### src/rtl/hilbert_seq.sv
// Sequencer and MAC engine for the 9-tap Hilbert rotating chain.
// One sample is accepted, then the chain is rotated once around. Each tap
// that appears on chain_out is weighted by its coefficient and accumulated.
// The result is rounded, saturated and presented once on im.
module hilbert_seq #(
    parameter int                 ORDER_HF = 8,
    parameter logic signed [10:0] HA       = 11'sd245,
    parameter logic signed [10:0] HB       = 11'sd641
) (
    input  logic               clock,
    input  logic               reset,
    input  logic               in_valid,
    input  logic signed [15:0] in_sample,
    output logic               in_ready,
    output logic signed [15:0] chain_in,
    output logic               chain_en,
    output logic               cnt_stop,
    input  logic signed [15:0] chain_out,
    output logic signed [15:0] im,
    output logic               out_valid,
    output logic               ovf
);

    typedef enum logic [1:0] {IDLE, ROT, DONE} state_t;

    // Coefficients are widened to 12 bits so that negating them cannot overflow.
    localparam logic signed [11:0] CA = 12'(HA);
    localparam logic signed [11:0] CB = 12'(HB);
    localparam logic [3:0]         NTAPS = 4'(ORDER_HF + 1);

    state_t             state_q;
    logic [3:0]         cnt_q;
    logic signed [31:0] acc_q;
    logic signed [15:0] im_q;
    logic               out_valid_q;
    logic               ovf_q;

    logic [3:0]         tap;
    logic signed [11:0] coef;
    logic signed [27:0] prod;
    logic signed [31:0] acc_d;
    logic signed [31:0] rnd;
    logic signed [15:0] sat_d;
    logic               ovf_d;

    // While the chain rotates, chain_out holds tap cnt-1.
    assign tap = cnt_q - 4'd1;

    // Antisymmetric coefficient set: only taps 0, 2, 6 and 8 are non-zero.
    always_comb begin
        coef = 12'sd0;
        case (tap)
            4'd0:    coef = -CA;
            4'd2:    coef = -CB;
            4'd6:    coef = CB;
            4'd8:    coef = CA;
            default: coef = 12'sd0;
        endcase
    end

    // The 16x12 product fits in 28 bits. Nine such terms cannot overflow 32 bits.
    assign prod  = $signed({{12{chain_out[15]}}, chain_out}) * $signed({{16{coef[11]}}, coef});
    assign acc_d = acc_q + $signed({{4{prod[27]}}, prod});
    assign rnd   = (acc_d + 32'sd512) >>> 10;

    // Clip the rounded value to the 16-bit output range and flag any clipping.
    always_comb begin
        sat_d = rnd[15:0];
        ovf_d = 1'b0;
        if (rnd > 32'sd32767) begin
            sat_d = 16'sh7fff;
            ovf_d = 1'b1;
        end else if (rnd < -32'sd32768) begin
            sat_d = -16'sd32768;
            ovf_d = 1'b1;
        end
    end

    // Sequencer FSM: accept in IDLE, run one MAC per rotation in ROT, publish in DONE.
    always_ff @(posedge clock or negedge reset) begin
        if (!reset) begin
            state_q     <= IDLE;
            cnt_q       <= 4'd0;
            acc_q       <= 32'sd0;
            im_q        <= 16'sd0;
            out_valid_q <= 1'b0;
            ovf_q       <= 1'b0;
        end else begin
            case (state_q)
                IDLE: begin
                    out_valid_q <= 1'b0;
                    ovf_q       <= 1'b0;
                    if (in_valid) begin
                        cnt_q   <= NTAPS;
                        acc_q   <= 32'sd0;
                        state_q <= ROT;
                    end
                end
                ROT: begin
                    acc_q <= acc_d;
                    cnt_q <= cnt_q - 4'd1;
                    if (cnt_q == 4'd1) begin
                        im_q        <= sat_d;
                        ovf_q       <= ovf_d;
                        out_valid_q <= 1'b1;
                        state_q     <= DONE;
                    end
                end
                DONE: begin
                    out_valid_q <= 1'b0;
                    ovf_q       <= 1'b0;
                    state_q     <= IDLE;
                end
                default: state_q <= IDLE;
            endcase
        end
    end

    // in_ready is gated by reset so that it stays low while reset is held.
    assign in_ready  = reset & (state_q == IDLE);
    assign chain_en  = in_valid & in_ready;
    assign chain_in  = in_sample;
    assign cnt_stop  = (cnt_q == 4'd0);
    assign im        = im_q;
    assign out_valid = out_valid_q;
    assign ovf       = ovf_q;

endmodule

### config.mk
export PLATFORM = sky130hd
export DESIGN_NAME = hilbert_seq
export DESIGN_NICKNAME = d
export VERILOG_FILES = /design/src/rtl/hilbert_seq.sv
export SDC_FILE = /design/constraint.sdc
export NUM_CORES = 1
export LEC_CHECK = 0
export BUFFER_PORTS_ARGS = -buffer_cell sky130_fd_sc_hd__buf_2
export CORE_AREA = 5 5 148 150
export CTS_CLUSTER_DIAMETER = 200
export DETAILED_ROUTE_END_ITERATION = 8
export DIE_AREA = 0 0 153 155
export PLACE_DENSITY = 0.89
export SLEW_MARGIN = 10
export SYNTH_ARGS = -nofsm -noshare
export SYNTH_HDL_FRONTEND = slang
export SYNTH_SLANG_ARGS = --single-unit
### constraint.sdc
create_clock -name clock -period 9.52 [get_ports clock]
set_clock_uncertainty 0.2 [all_clocks]
set_input_delay 0.476 -clock clock [delete_from_list [all_inputs] [get_ports clock]]
set_output_delay 0.476 -clock clock [all_outputs]
set_load 0.05 [all_outputs]
==> results of run 1 <==
-- cell type report --
type                    instances  area (µm²)
clock buffers                   5         125
clock inverters                 3        47.5
fillers                      1766        8400
inverters                     239         901
multi-input cells             861        9030
flip-flops and latches         56        1400
well taps                     275         344
repair buffers                 54         308
-- state kept, by name, summed over array words and instances, names as in the netlist --
register and cells:
acc_q 32, cnt_q 4, im 16, out_valid 1
ovf 1, state_q 2
-- what timing repair did --
| item | in CTS | in global routing |
|---|---|---|
| endpoints found under the setup margin | 0 | 16 |
| resized for setup | 0 | 15 |
| setup buffers | 0 | 4 |
| hold buffers | 0 | 0 |
-- cell usage in the layout (no fill, tap or decap), types with 19 or more instances in the layout --
cell	Yosys	routed
xor2_1	20	19
inv_1	239	238
ha_1	101	101
a21oi_1	37	36
fa_1	210	209
nand2_1	114	113
xnor2_1	33	30
buf_2	5	39
nor2_1	57	57
o21ai_0	42	41
nand3_1	21	21
dfrtp_1	56	56
-- metal layers --
metal | GRT usage, % | part of all wire, % | up-vias
li1 | - | - | 3905
met1 | 31.0 | 39 | 4285
met2 | 43.3 | 52 | 275
met3 | 3.09 | 4.8 | 85
met4 | 7.51 | 4.0 | 0
met5 | 0 | 0 | -
-- worst min-delay path by stage --
stage,startpoint,endpoint,slack [ps],cells after the start
final,reset,acc_q[31],110,2
after global routing,reset,acc_q[17],190,2
after CTS,reset,acc_q[31],140,2
after detailed placement,out_valid,out_valid,270,2
after global placement,acc_q[5],acc_q[5],270,2
after floorplan,reset,acc_q[0],-20,0
-- stage by stage --
step | worst slack [ps] | util, % | hold WS (ps) | instance area, µm²
2_1_floorplan | 658 | - | -19.6 | 11600
3_3_place_gp | 401 | 57.8 | 266 | 11900
3_5_place_dp | 239 | 57.8 | 267 | 11900
4_1_cts | 130 | 58.6 | 144 | 12100
5_1_grt | -9.90 | 59.1 | 194 | 12200
6_report | 351 | 59.1 | 110 | 12200
-- cell families (layout without fill, tap and decap cells) --
| kind of cell | Yosys count | in the layout | share of synthesized area (%) |
|---|---|---|---|
| AO/OA/AOI/OAI | 208 | 208 | 13.6 |
| XOR/XNOR | 53 | 53 | 4.01 |
| adder cells (fa/ha/maj) | 311 | 311 | 47.3 |
| buffers and inverters | 295 | 301 | 10.4 |
| flip-flops | 56 | 56 | 12.1 |
| multiplexers | 4 | 4 | 0.357 |
| AND/OR/NAND/NOR | 285 | 285 | 12.1 |
-- critical path, delay by kind of cell, from the launching register on --
kind | cells | cell delay [ps]
AND/OR/NAND/NOR | 9 | 1920
buffers and inverters | 6 | 670
adder cells (fa/ha/maj) | 8 | 3870
XOR/XNOR | 2 | 410
flip-flops | 1 | 460
AO/OA/AOI/OAI | 5 | 1440
==> metrics, run 1 <==
nets=1563; Arr. time, crit path=9120 ps; Slew Limit Fails=0; Max Freq=109 MHz; Mapped Area=11600 µm²; via count of the routed design=8550; Setup crit end=ovf; Post-synth EDFFs=0; DR DRC count=0; Core ar.=20600 µm²; status=finished, final reports clean; fin crit share=96.3%; CTS tree=built; Die Span X=153 µm; die area=23700 µm²; clk sink count=56; max-cap viol count=0; IO Count=72; pin count of the biggest net entering global routing=58; antenna-violating nets left=0; critical path type=flop to flop; 1st-iter DRT viols=519; number of synthesis warnings=0; WP data required=9470 ps; slowest cell on the critical path=o41a_4; Starting Density=56.3%; Clock Tree Root=clkbuf_16; ANT cells=0; worst-case reg-to-reg path depth=30; syn avg cell area=9.54 µm²; Via-to-Cell Ratio=5.73; largest area contributor in the netlist=fa_1; Crit path top cell by count=fa_1; most frequent cell after synthesis=inv_1; relative slew slack=44.4%; Worst path max stage delay=590 ps; chip height=155 µm; Synth area leaders=fa_1, dfrtp_1, ha_1; Mapped Nets=1558; Area growth syn-to-layout=5.08%; H-Tree Depth=2; worst-margin pin slew=833 ps; Async SR Flop Fraction=100%; Yosys cell types=83; crit-path max FO=21; sequential area share after synthesis=12.1%; vias in the first global route=9254; TritonRoute pass-1 iters=7; first-pass GRT wire length=46800 µm; type of the worst min-delay path=primary input to asynchronous set/reset pin; reg2reg setup slack=350 ps; overall routing resource usage=24.2%; Tmin final=9170 ps; setup TNS=0 ps; final setup vio count=0; layout cells sized above 1=9.77%; Clock Pin Slew Worst Setup and Hold Paths=80 ps; remaining global-route overflow=0; commonest cells in the netlist=inv_1, fa_1, nand2_1; FF+latch count, synth=56; RePlAce Congestion=0.936; number of buffers created by CTS=5; # port buffers=39; Syn Inst Count=1212; antenna violations before repair=0; Startpoint Class=flop; wire length per cell=18.3 µm; CP endpoint kind=flop; Primary FF master, synth=dfrtp_1; Max Root-Sink Buffers=2; FF-to-FF End=ovf; Post-DP HPWL=23100 µm; Reg-to-Reg Start=cnt_q[0]; final non-filler cell total=1493; Setup crit start=cnt_q[0]; num rows=53; dpl cells=1481; Synth top area share=36.4%; Final Hold Fails=0; WL final=27300 µm; insertion delay to the later sink of the worst-skew pair=300 ps
Power of run 1 is not shown: default switching activity piles up to over one toggle a cycle in this logic, so the estimate is an artifact.
==> run 2: changes to the inputs <==
--- a/config.mk
+++ b/config.mk
@@ -6,10 +6,12 @@
 export NUM_CORES = 1
 export LEC_CHECK = 0
 export BUFFER_PORTS_ARGS = -buffer_cell sky130_fd_sc_hd__buf_2
-export CORE_AREA = 5 5 148 150
+export CORE_AREA = 10 10 153 155
 export CTS_CLUSTER_DIAMETER = 200
+export CTS_CLUSTER_SIZE = 40
 export DETAILED_ROUTE_END_ITERATION = 8
-export DIE_AREA = 0 0 153 155
+export DIE_AREA = 0 0 163 165
+export GPL_TIMING_DRIVEN = 0
 export PLACE_DENSITY = 0.89
 export SLEW_MARGIN = 10
 export SYNTH_ARGS = -nofsm -noshare
==> metrics, run 2 (same netlist as run 1, synthesis figures left out) <==
status=finished, final reports clean; Clock Pin Slew Worst Setup and Hold Paths=80 ps (about the same); WL final=29200 µm (+6.7%); nets=1629 (+4.2%); via count of the routed design=8963 (+4.8%); Top delay family on crit path=adder cells; Worst path max stage delay=570 ps (-20 ps); Starting Density=57.3% (+1.1 points); pin count of the biggest net entering global routing=58 (unchanged); Tmin final=9160 ps (-12.9 ps); WP data required=9500 ps (+30 ps); critical path type=flop to flop; Max Freq=109 MHz (+0.14%); crit-path max FO=10 (-52%); ANT cells=0 (unchanged); Setup crit start=cnt_q[1]; antenna-violating nets left=0 (unchanged); CTS tree=built; worst-margin pin slew=968 ps (+135 ps); DR DRC count=0 (unchanged); Die Span X=163 µm (+6.5%); Reg-to-Reg Start=cnt_q[1]; IO Count=72 (unchanged); WP depth=32 (+6.7%); dpl cells=1534 (+3.6%); Largest register FFs=32 (unchanged); Startpoint Class=flop; Final Hold Fails=0 (unchanged); final setup vio count=0 (unchanged); fin crit share=96.2% (-0.14 points); 1st-iter DRT viols=684 (+32%); worst-case reg-to-reg path depth=32 (+6.7%); commonest cells after routing, fill and taps aside=inv_1, fa_1, nand2_1; die area=26900 µm² (+13%); commonest non-fill, non-tap cell in the layout=inv_1; Post-DP HPWL=24800 µm (+7.5%); Fin Hold WS=23.2 ps (-87.3 ps); Core ar.=20200 µm² (-1.9%); Via-to-Cell Ratio=5.77 (+0.72%); first-pass GRT wire length=48300 µm (+3.2%); TritonRoute pass-1 iters=7 (unchanged); Crit path top cell by count=fa_1; number of buffers created by CTS=5 (unchanged); # port buffers=52 (+33%); wire length per cell=18.8 µm (+2.5%); RePlAce Congestion=0.961 (+2.6%); Max Root-Sink Buffers=2 (unchanged); chip height=165 µm (+6.5%); CP bufs+invs=8 (+2); insertion delay to the later sink of the worst-skew pair=300 ps (about the same); max-cap viol count=0 (unchanged); Arr. time, crit path=9140 ps (+20 ps); Area growth syn-to-layout=8.70%; type of the worst min-delay path=primary input to asynchronous set/reset pin; H-Tree Depth=2 (unchanged); antenna violations before repair=0 (unchanged); clk sink count=56 (unchanged); Slew Limit Fails=0 (unchanged); fillers=1676 (-5.1%); Biggest register=acc_q; overall routing resource usage=22.3% (-1.9 points); Setup WS post-layout=364 ps (+12.9 ps); relative slew slack=35.3% (-9.1 points); vias in the first global route=9555 (+3.3%); final non-filler cell total=1554 (+4.1%); layout cells sized above 1=13.6% (+3.8 points); slowest cell on the critical path=fa_1; CP endpoint kind=flop; Clock Tree Root=clkbuf_16; remaining global-route overflow=0 (unchanged); setup TNS=0 ps (unchanged); num rows=52 (-1.9%); Post-Place Setup Slack=-1080 ps (-1320 ps)
==> run 2: stage by stage <==
step,cell area [µm²],util [%]
finish,12600,62.3
global route,12600,62.3
CTS,12400,61.6
detailed placement,12200,60.3
global placement,12200,60.3
floorplan,11600,-
==> run 2: final cells by class <==
type / instances / area (µm²) / area share (%)
multi-input cells: 861 / 9060 / 72.1
plain buffers: 56 / 329 / 2.62
well taps: 270 / 338 / 2.69
inverters: 239 / 905 / 7.20
repair buffers: 64 / 353 / 2.81
flip-flops and latches: 56 / 1400 / 11.2
clock buffers: 6 / 139 / 1.10
clock inverters: 2 / 38.8 / 0.309
==> run 2: worst register-to-register path: cells and delay by family (launching register included) <==
| family | cells | cell delay [ps] |
|---|---|---|
| AND/OR/NAND/NOR | 10 | 2330 |
| flip-flops | 1 | 420 |
| XOR/XNOR | 1 | 160 |
| adder cells (fa/ha/maj) | 8 | 3740 |
| buffers and inverters | 8 | 1010 |
| AO/OA/AOI/OAI | 5 | 1160 |
==> run 2: worst paths after layout <==
path | slack (ps) | end
min in group clock | 280 | out_valid
worst min-delay path | 20 | acc_q[27]
max in group asynchronous | 8530 | cnt_q[2]
worst min register to register | 280 | out_valid
worst max register to register | 360 | im[7]
worst max-delay path | 360 | im[7]
==> run 2: timing repair <==
| item | 4_1_cts | 5_1_grt |
|---|---|---|
| hold endpoints to repair | 0 | 0 |
| gates resized for setup | 18 | 26 |
| endpoints found under the setup margin | 17 | 17 |
| gates cloned | 0 | 0 |
| pin swaps | 1 | 6 |
| setup buffers | 4 | 8 |
| hold buffers | 0 | 0 |
==> run 2: per-layer routing <==
metal	track usage [%]	vias to the layer above	routed length (µm)
li1	-	4038	-
met4	5.29	0	710
met5	0	-	0
met1	27.6	4548	11300
met3	2.94	59	1710
met2	40.6	318	15400
Power of run 2 is left out for the same reason.
==> run 3: changes to the inputs <==
--- a/config.mk
+++ b/config.mk
@@ -12,6 +12,7 @@
 export DETAILED_ROUTE_END_ITERATION = 8
 export DIE_AREA = 0 0 163 165
 export GPL_TIMING_DRIVEN = 0
+export MAX_ROUTING_LAYER = met4
 export PLACE_DENSITY = 0.89
 export SLEW_MARGIN = 10
 export SYNTH_ARGS = -nofsm -noshare
==> metrics, run 3 (same netlist as run 1, synthesis figures left out) <==
crit-path max FO=10 (unchanged); max-cap viol count=0 (unchanged); Tmin final=9160 ps (+6.98 ps); fin crit share=96.3% (about the same); pin count of the biggest net entering global routing=58 (unchanged); overall routing resource usage=23.6% (+1.3 points); H-Tree Depth=2 (unchanged); TritonRoute pass-1 iters=5 (-2); commonest cells after routing, fill and taps aside=inv_1, fa_1, nand2_1; type of the worst min-delay path=primary input to asynchronous set/reset pin; Worst path max stage delay=560 ps (about the same); Post-Place Setup Slack=-1080 ps (-0.440 ps); Slew Limit Fails=0 (unchanged); DR DRC count=0 (unchanged); Via-to-Cell Ratio=5.76 (about the same); Setup WS post-layout=357 ps (-6.98 ps); WP data required=9550 ps (+50 ps); via count of the routed design=8975 (+0.13%); Final Hold Fails=0 (unchanged); first-pass GRT wire length=49100 µm (+1.8%); RePlAce Congestion=0.941 (-2.0%); CP endpoint kind=flop; Startpoint Class=flop; Max Freq=109 MHz (about the same); remaining global-route overflow=0 (unchanged); wire length per cell=19.2 µm (+2.3%); clk sink count=56 (unchanged); Starting Density=57.3% (unchanged); final non-filler cell total=1557 (+0.19%); num rows=52 (unchanged); fillers=1660 (-0.95%); antenna violations before repair=0 (unchanged); design area=12600 µm² (+0.51%); Largest register FFs=32 (unchanged); 1st-iter DRT viols=566 (-17%); final setup vio count=0 (unchanged); nets=1632 (+0.18%); commonest non-fill, non-tap cell in the layout=inv_1; worst-margin pin slew=967 ps (-0.398 ps); Top delay family on crit path=adder cells; Max Root-Sink Buffers=2 (unchanged); CP bufs+invs=8 (unchanged); number of buffers created by CTS=5 (unchanged); # port buffers=52 (unchanged); Clock Tree Root=clkbuf_16; chip height=165 µm (unchanged); Arr. time, crit path=9190 ps (+50 ps); WL final=29900 µm (+2.5%); status=finished, final reports clean; dpl cells=1534 (unchanged); hold buffers post-CTS=0 (unchanged); antenna-violating nets left=0 (unchanged); Clock Pin Slew Worst Setup and Hold Paths=80 ps (about the same); slowest cell on the critical path=fa_1; Area growth syn-to-layout=9.25%; Core ar.=20200 µm² (unchanged); critical path type=flop to flop; ANT cells=0 (unchanged); insertion delay to the later sink of the worst-skew pair=300 ps (about the same); Biggest register=acc_q; IO Count=72 (unchanged); CTS tree=built; relative slew slack=35.4% (about the same); Die Span X=163 µm (unchanged); Crit path top cell by count=fa_1; Post-DP HPWL=25300 µm (+1.9%); vias in the first global route=9605 (+0.52%); Area after DPL=12200 µm² (unchanged); die area=26900 µm² (unchanged); layout cells sized above 1=14.2% (+0.67 points)
## run 3: area by class of cell
cell class	instances	area, µm²	share of cell area [%]
multi-input cells	861	9110	72.1
flip-flops and latches	56	1400	11.1
inverters	239	905	7.16
repair buffers	67	388	3.07
well taps	270	338	2.67
plain buffers	56	329	2.60
clock buffers	6	129	1.02
clock inverters	2	35.0	0.277
## run 3: per-layer routing
layer	up-vias	GRT usage (%)	share of wire [%]
li1	4043	-	-
met1	4559	29.0	39
met2	299	40.6	53
met3	74	2.56	5.5
met4	0	6.60	3.0
met5	-	-	0
## run 3: per-stage QoR
stage / utilization [%] / TNS [ps] / hold WS [ps]
floorplan: - / 0 / -19.6
global placement: 60.3 / -13590 / 263
detailed placement: 60.3 / -16160 / 271
CTS: 61.7 / 0 / 77.7
global route: 62.6 / -550 / 107
finish: 62.6 / 0 / 36.5
## run 3: path summary, 6_finish.rpt
check / startpoint / endpoint / slack (ps) / depth (start not counted)
max: cnt_q[1] / im[10] / 360 / 32
min: reset / acc_q[31] / 40 / 1
max reg2reg: cnt_q[1] / im[10] / 360 / 32
min reg2reg: out_valid / out_valid / 290 / 2
max in group asynchronous: reset / cnt_q[0] / 8530 / 1
min in group clock: out_valid / out_valid / 290 / 2
## run 3: what timing repair did
item                                   in CTS  in global routing
gates cloned                                0                  0
resized for setup                          18                 34
pin swaps                                   2                  3
setup buffers                               8                  7
endpoints found under the hold margin       0                  0
setup endpoints to repair                  17                 17
Power of run 3 is left out for the same reason.
